===== src/rtl/hilo_muldiv_unit.sv =====
// HI/LO register pair with an iterative radix-2 multiply / restoring divide engine.
// Result lands WIDTH+1 cycles after Start is accepted; Busy stalls the pipeline meanwhile.
module hilo_muldiv_unit #(
   parameter int WIDTH = 32
) (
   input  logic               Clk,
   input  logic               Rst,
   input  logic               Start,
   input  logic [2:0]         Op,
   input  logic [WIDTH-1:0]   A,
   input  logic [WIDTH-1:0]   B,
   input  logic [WIDTH-1:0]   HIin,
   input  logic [WIDTH-1:0]   LOin,
   input  logic               HWrite,
   input  logic               LWrite,
   output logic [WIDTH-1:0]   HI,
   output logic [WIDTH-1:0]   LO,
   output logic [2*WIDTH-1:0] HLout,
   output logic               Busy,
   output logic               Done
);

   localparam int CW = $clog2(WIDTH);

   typedef enum logic [1:0] {S_IDLE, S_MUL, S_DIV, S_FIX} state_t;

   state_t              r_state;
   state_t              w_state_nx;
   logic [1:0]          r_op;
   logic                r_qsign;
   logic                r_rsign;
   logic                r_bzero;
   logic [CW-1:0]       r_cnt;
   logic                r_done;
   logic [WIDTH-1:0]    r_hi;
   logic [WIDTH-1:0]    r_lo;
   logic [WIDTH-1:0]    r_b;
   logic [2*WIDTH-1:0]  r_mcand;
   logic [2*WIDTH-1:0]  r_p;
   logic [WIDTH-1:0]    r_rem;
   logic [WIDTH-1:0]    r_quo;

   logic                w_sa;
   logic                w_sb;
   logic [WIDTH-1:0]    w_amag;
   logic [WIDTH-1:0]    w_bmag;
   logic                w_cnt_last;
   logic [WIDTH:0]      w_div_sh;
   logic [WIDTH:0]      w_div_diff;
   logic [2*WIDTH-1:0]  w_hl;
   logic [2*WIDTH-1:0]  w_prod_s;
   logic [2*WIDTH-1:0]  w_mac;
   logic [WIDTH-1:0]    w_quo_s;
   logic [WIDTH-1:0]    w_rem_s;

   // Op[0]=1 selects the unsigned variant of every operation.
   assign w_sa   = ~Op[0] & A[WIDTH-1];
   assign w_sb   = ~Op[0] & B[WIDTH-1];
   assign w_amag = w_sa ? -A : A;
   assign w_bmag = w_sb ? -B : B;

   assign w_cnt_last = (r_cnt == CW'(WIDTH - 1));
   assign w_div_sh   = {r_rem, r_quo[WIDTH-1]};
   assign w_div_diff = w_div_sh - {1'b0, r_b};

   assign w_hl     = {r_hi, r_lo};
   assign w_prod_s = r_qsign ? -r_p : r_p;
   assign w_mac    = r_op[0] ? (w_hl - w_prod_s) : (w_hl + w_prod_s);
   // A zero divisor yields an all-ones quotient regardless of the dividend sign.
   assign w_quo_s  = r_bzero ? {WIDTH{1'b1}} : (r_qsign ? -r_quo : r_quo);
   assign w_rem_s  = r_rsign ? -r_rem : r_rem;

   always_ff @(posedge Clk or posedge Rst) begin
      if (Rst) r_state <= S_IDLE;
      else     r_state <= w_state_nx;
   end

   always_comb begin
      w_state_nx = r_state;
      Busy       = 1'b1;
      case (r_state)
         S_IDLE: begin
            Busy = 1'b0;
            if (Start) w_state_nx = (Op[2:1] == 2'b01) ? S_DIV : S_MUL;
         end
         S_MUL, S_DIV: if (w_cnt_last) w_state_nx = S_FIX;
         S_FIX:   w_state_nx = S_IDLE;
         default: w_state_nx = S_IDLE;
      endcase
   end

   always_ff @(posedge Clk or posedge Rst) begin
      if (Rst) begin
         r_op    <= '0;
         r_qsign <= 1'b0;
         r_rsign <= 1'b0;
         r_bzero <= 1'b0;
         r_cnt   <= '0;
         r_done  <= 1'b0;
         r_hi    <= '0;
         r_lo    <= '0;
         r_b     <= '0;
         r_mcand <= '0;
         r_p     <= '0;
         r_rem   <= '0;
         r_quo   <= '0;
      end else begin
         r_done <= (r_state == S_FIX);
         case (r_state)
            S_IDLE: begin
               if (HWrite) r_hi <= HIin;
               if (LWrite) r_lo <= LOin;
               if (Start) begin
                  r_op    <= Op[2:1];
                  r_qsign <= w_sa ^ w_sb;
                  r_rsign <= w_sa;
                  r_bzero <= (B == '0);
                  r_cnt   <= '0;
                  r_b     <= w_bmag;
                  r_mcand <= {{WIDTH{1'b0}}, w_amag};
                  r_p     <= '0;
                  r_rem   <= '0;
                  r_quo   <= w_amag;
               end
            end
            S_MUL: begin
               if (r_b[0]) r_p <= r_p + r_mcand;
               r_mcand <= r_mcand << 1;
               r_b     <= r_b >> 1;
               r_cnt   <= r_cnt + CW'(1);
            end
            S_DIV: begin
               // Restoring step: keep the shifted remainder when the trial subtract underflows.
               if (!w_div_diff[WIDTH]) begin
                  r_rem <= w_div_diff[WIDTH-1:0];
                  r_quo <= {r_quo[WIDTH-2:0], 1'b1};
               end else begin
                  r_rem <= w_div_sh[WIDTH-1:0];
                  r_quo <= {r_quo[WIDTH-2:0], 1'b0};
               end
               r_cnt <= r_cnt + CW'(1);
            end
            S_FIX: begin
               if (r_op == 2'b01)  {r_hi, r_lo} <= {w_rem_s, w_quo_s};
               else if (!r_op[1])  {r_hi, r_lo} <= w_prod_s;
               else                {r_hi, r_lo} <= w_mac;
            end
            default: ;
         endcase
      end
   end

   assign HI    = r_hi;
   assign LO    = r_lo;
   assign HLout = {r_hi, r_lo};
   assign Done  = r_done;

endmodule


===== config.mk =====
export PLATFORM = sky130hd
export DESIGN_NAME = hilo_muldiv_unit
export DESIGN_NICKNAME = d
export VERILOG_FILES = /design/src/rtl/hilo_muldiv_unit.sv
export SDC_FILE = /design/constraint.sdc
export NUM_CORES = 2
export LEC_CHECK = 0
export CAP_MARGIN = 20
export CORE_MARGIN = 5
export CORE_UTILIZATION = 60
export CTS_CLUSTER_SIZE = 20
export DETAILED_ROUTE_END_ITERATION = 10
export PLACE_DENSITY = 0.93
export SLEW_MARGIN = 40
export SYNTH_ARGS = -nofsm -noshare
export SYNTH_HDL_FRONTEND = slang
export SYNTH_SLANG_ARGS = --single-unit

===== constraint.sdc =====
create_clock -name Clk -period 16.38 [get_ports Clk]
set_input_delay 4.914 -clock Clk [delete_from_list [all_inputs] [get_ports Clk]]
set_output_delay 4.914 -clock Clk [all_outputs]
set_load 0.01 [all_outputs]

==> impl_metrics.yaml <==
yosys:
  syn_inst: 3664
  synth_fp_nets: 3973
  ys_types: 96
  synthesis.area_um2: 28900
  synth_seq_cells: 301
  synth-edff-count: 0
  synth_flop_cell: "dfrtp_1"
  synthArstFlopShare: 1.00
  ys_seq_area_frac: 0.261
  syn_avg_cell_area_um2: 7.88
  ys_warn_count: 0
sta:
  setup_viol: 0
  hold_violations: 0
  max_freq_mhz: 127
  worst_pin_slew_ps: 874
  slew-limit-headroom: 0.414
  setup_tns_ps: 0
  rsz0062_at_grt: "false"
  worst_clock_skew_ps: 27.7
  fin_crit_ps: 7860
  fin_crit_sh: 0.480
  slew_viol_final: 0
grt:
  grt_max_degree: 115
  grt_pass1_vias: 26200
  overflow: 0
  antenna_found_initial: 0
  grt_use_total: 0.337
  grt_pass1_wl_um: 146000
clock_tree:
  cts_setup_buffers: 0
  clkTransAtPathRegs_ps: 60
  cts-root-buf: "clkbuf_16"
  clkLatencyLatePin_ps: 580
  cts_tree: "built"
  clockBufferDepth: 3
  cts_resized: 0
  htreeDepth: 2
  cts_sinks: 301
  cts_hold_buffers: 0
  cts-buffers-inserted: 35
worst_setup_path:
  cp.required_ps: 16800
  cp_data_arrival_time_ps: 8280
  r2r-start: "r_p[0]"
  path_class: "in -> reg"
  path_buf_inv: 1
  crit_path_end_kind: "register"
  slowest_stage: "or4_1"
  cp_top_family: "simple AND/OR/NAND/NOR gates"
  r2r_setup_slack_ps: 8610
  start_kind: "input pin"
  crit_fanout: 4
  crit_chain: "clkdlybuf4s50_1 -> or4_1 -> or3_1 -> nor3_1 -> nand2b_1 -> nor3_1 -> nand2_1 -> nor4_1 -> a21oi_1 -> xor2_1 -> mux2i_1 -> a21oi_1"
  max_stage_delay_ps: 560
  startpoint: "A[7]"
final_layout:
  fin_nets: 4025
  nFillCells: 3659
  layout-drive-gt1-share: 0.0452
  mostFrequentLayoutCells: "398 x nand2_1, 388 x o21ai_0, 321 x a21oi_1, 297 x dfrtp_1, 265 x clkdlybuf4s50_1"
  final_common_cell: "nand2_1"
  n_antenna_cell: 0
  synthToLayoutAreaGrowth_pct: 12.7
  final_area_um2: 32500
detailed_routing:
  ant_nets: 0
  wl_per_cell_um: 21.5
  routed_via_density: 6.69
  wl_um: 93400
  post-route-drc-count: 0
  drtIter0Drc: 4125
  firstDrtPassIters: 7
  dr_total_vias: 29100
floorplan:
  die_w_um: 229
  floorplan.die_area_um2: 52600
  start_util: 0.606
  fp-row-count: 80
  ioPinCount: 266
  fp.coreArea_um2: 47600
  die_h_um: 229
worst_hold_path:
  hp-class: "reg -> reg"
  min_from: "r_cnt[4]"
place:
  dp_hpwl_um: 70700
  place.gp.congestion: 1.01
  numPortBuffers: 265
  placed_area_um2: 31300
run:
  maxCapViolations: 0
outcome:
  status: "finished clean"
[registers in the layout, indices dropped and copies added (netlist names)]
signal   cells
r_mcand     64
r_p         64
HI          32
LO          32
r_b         32
r_quo       32
r_rem       32
r_cnt        5
r_op         2
r_state      2
Done         1
r_bzero      1
r_qsign      1
r_rsign      1
[synth_stat cells, drive strengths merged (41+ instances only)]
cell | count | area (um2)
a211oi | 60 | 450
a21o | 91 | 683
a21oi | 323 | 1620
a31oi | 51 | 319
buf | 92 | 616
clkbuf | 184 | 692
dfrtp | 301 | 7530
ha | 170 | 2130
inv | 110 | 413
mux2i | 76 | 761
nand2 | 400 | 1500
nand3 | 63 | 338
nor2 | 232 | 876
nor3 | 61 | 310
nor4 | 41 | 342
o21ai | 393 | 1970
o31ai | 78 | 618
xnor2 | 185 | 1630
xor2 | 200 | 1760
[area by class of cell]
type	count	area (um2)	area share
clock buffers	48	985	0.0303
well taps	615	769	0.0237
repair buffers	291	2900	0.0892
clock inverters	13	146	0.00450
inverters	111	424	0.0130
flip-flops and latches	301	7540	0.232
multi-input cells	2976	19800	0.607
[path summary, 6_finish.rpt]
kind | to | cells after the start
max | r_mcand[28] | 12
min | r_cnt[4] | 1
max reg2reg | HI[29] | 23
min reg2reg | r_cnt[4] | 1
max in group asynchronous | r_mcand[50] | 5
min in group asynchronous | r_b[6] | 2
[metal layers]
metal	vias up	part of all wire	global-route usage
met1	13700	0.41	0.478
met5	-	0	0
li1	13400	-	-
met3	233	0.12	0.0712
met2	1800	0.42	0.501
met4	0	0.050	0.145
[cell families (layout without fill, tap and decap cells)]
logic type | Yosys count | count (layout) | synth area share
xor+xnor | 385 | 385 | 0.117
flops | 301 | 301 | 0.261
buf+inv | 387 | 463 | 0.0597
mux | 85 | 85 | 0.0299
fa+ha+maj | 173 | 173 | 0.0758
simple gates | 1070 | 1070 | 0.182
compound gates | 1263 | 1263 | 0.275
[metrics by stage]
step                worst slack (ps)  cells  hold slack [ps]   util
detailed placement              7860   4293              492  0.658
global route                    8210   4355              533  0.683
floorplan                       3150   3664              466      -
CTS                             8380   4354              505  0.682
finish                          8520   4355              505  0.683
global placement                7960   4292              482  0.656
Power is left out: the tool's default activity adds up to more than one toggle a clock period on the data nets, which glitch-free logic cannot reach.
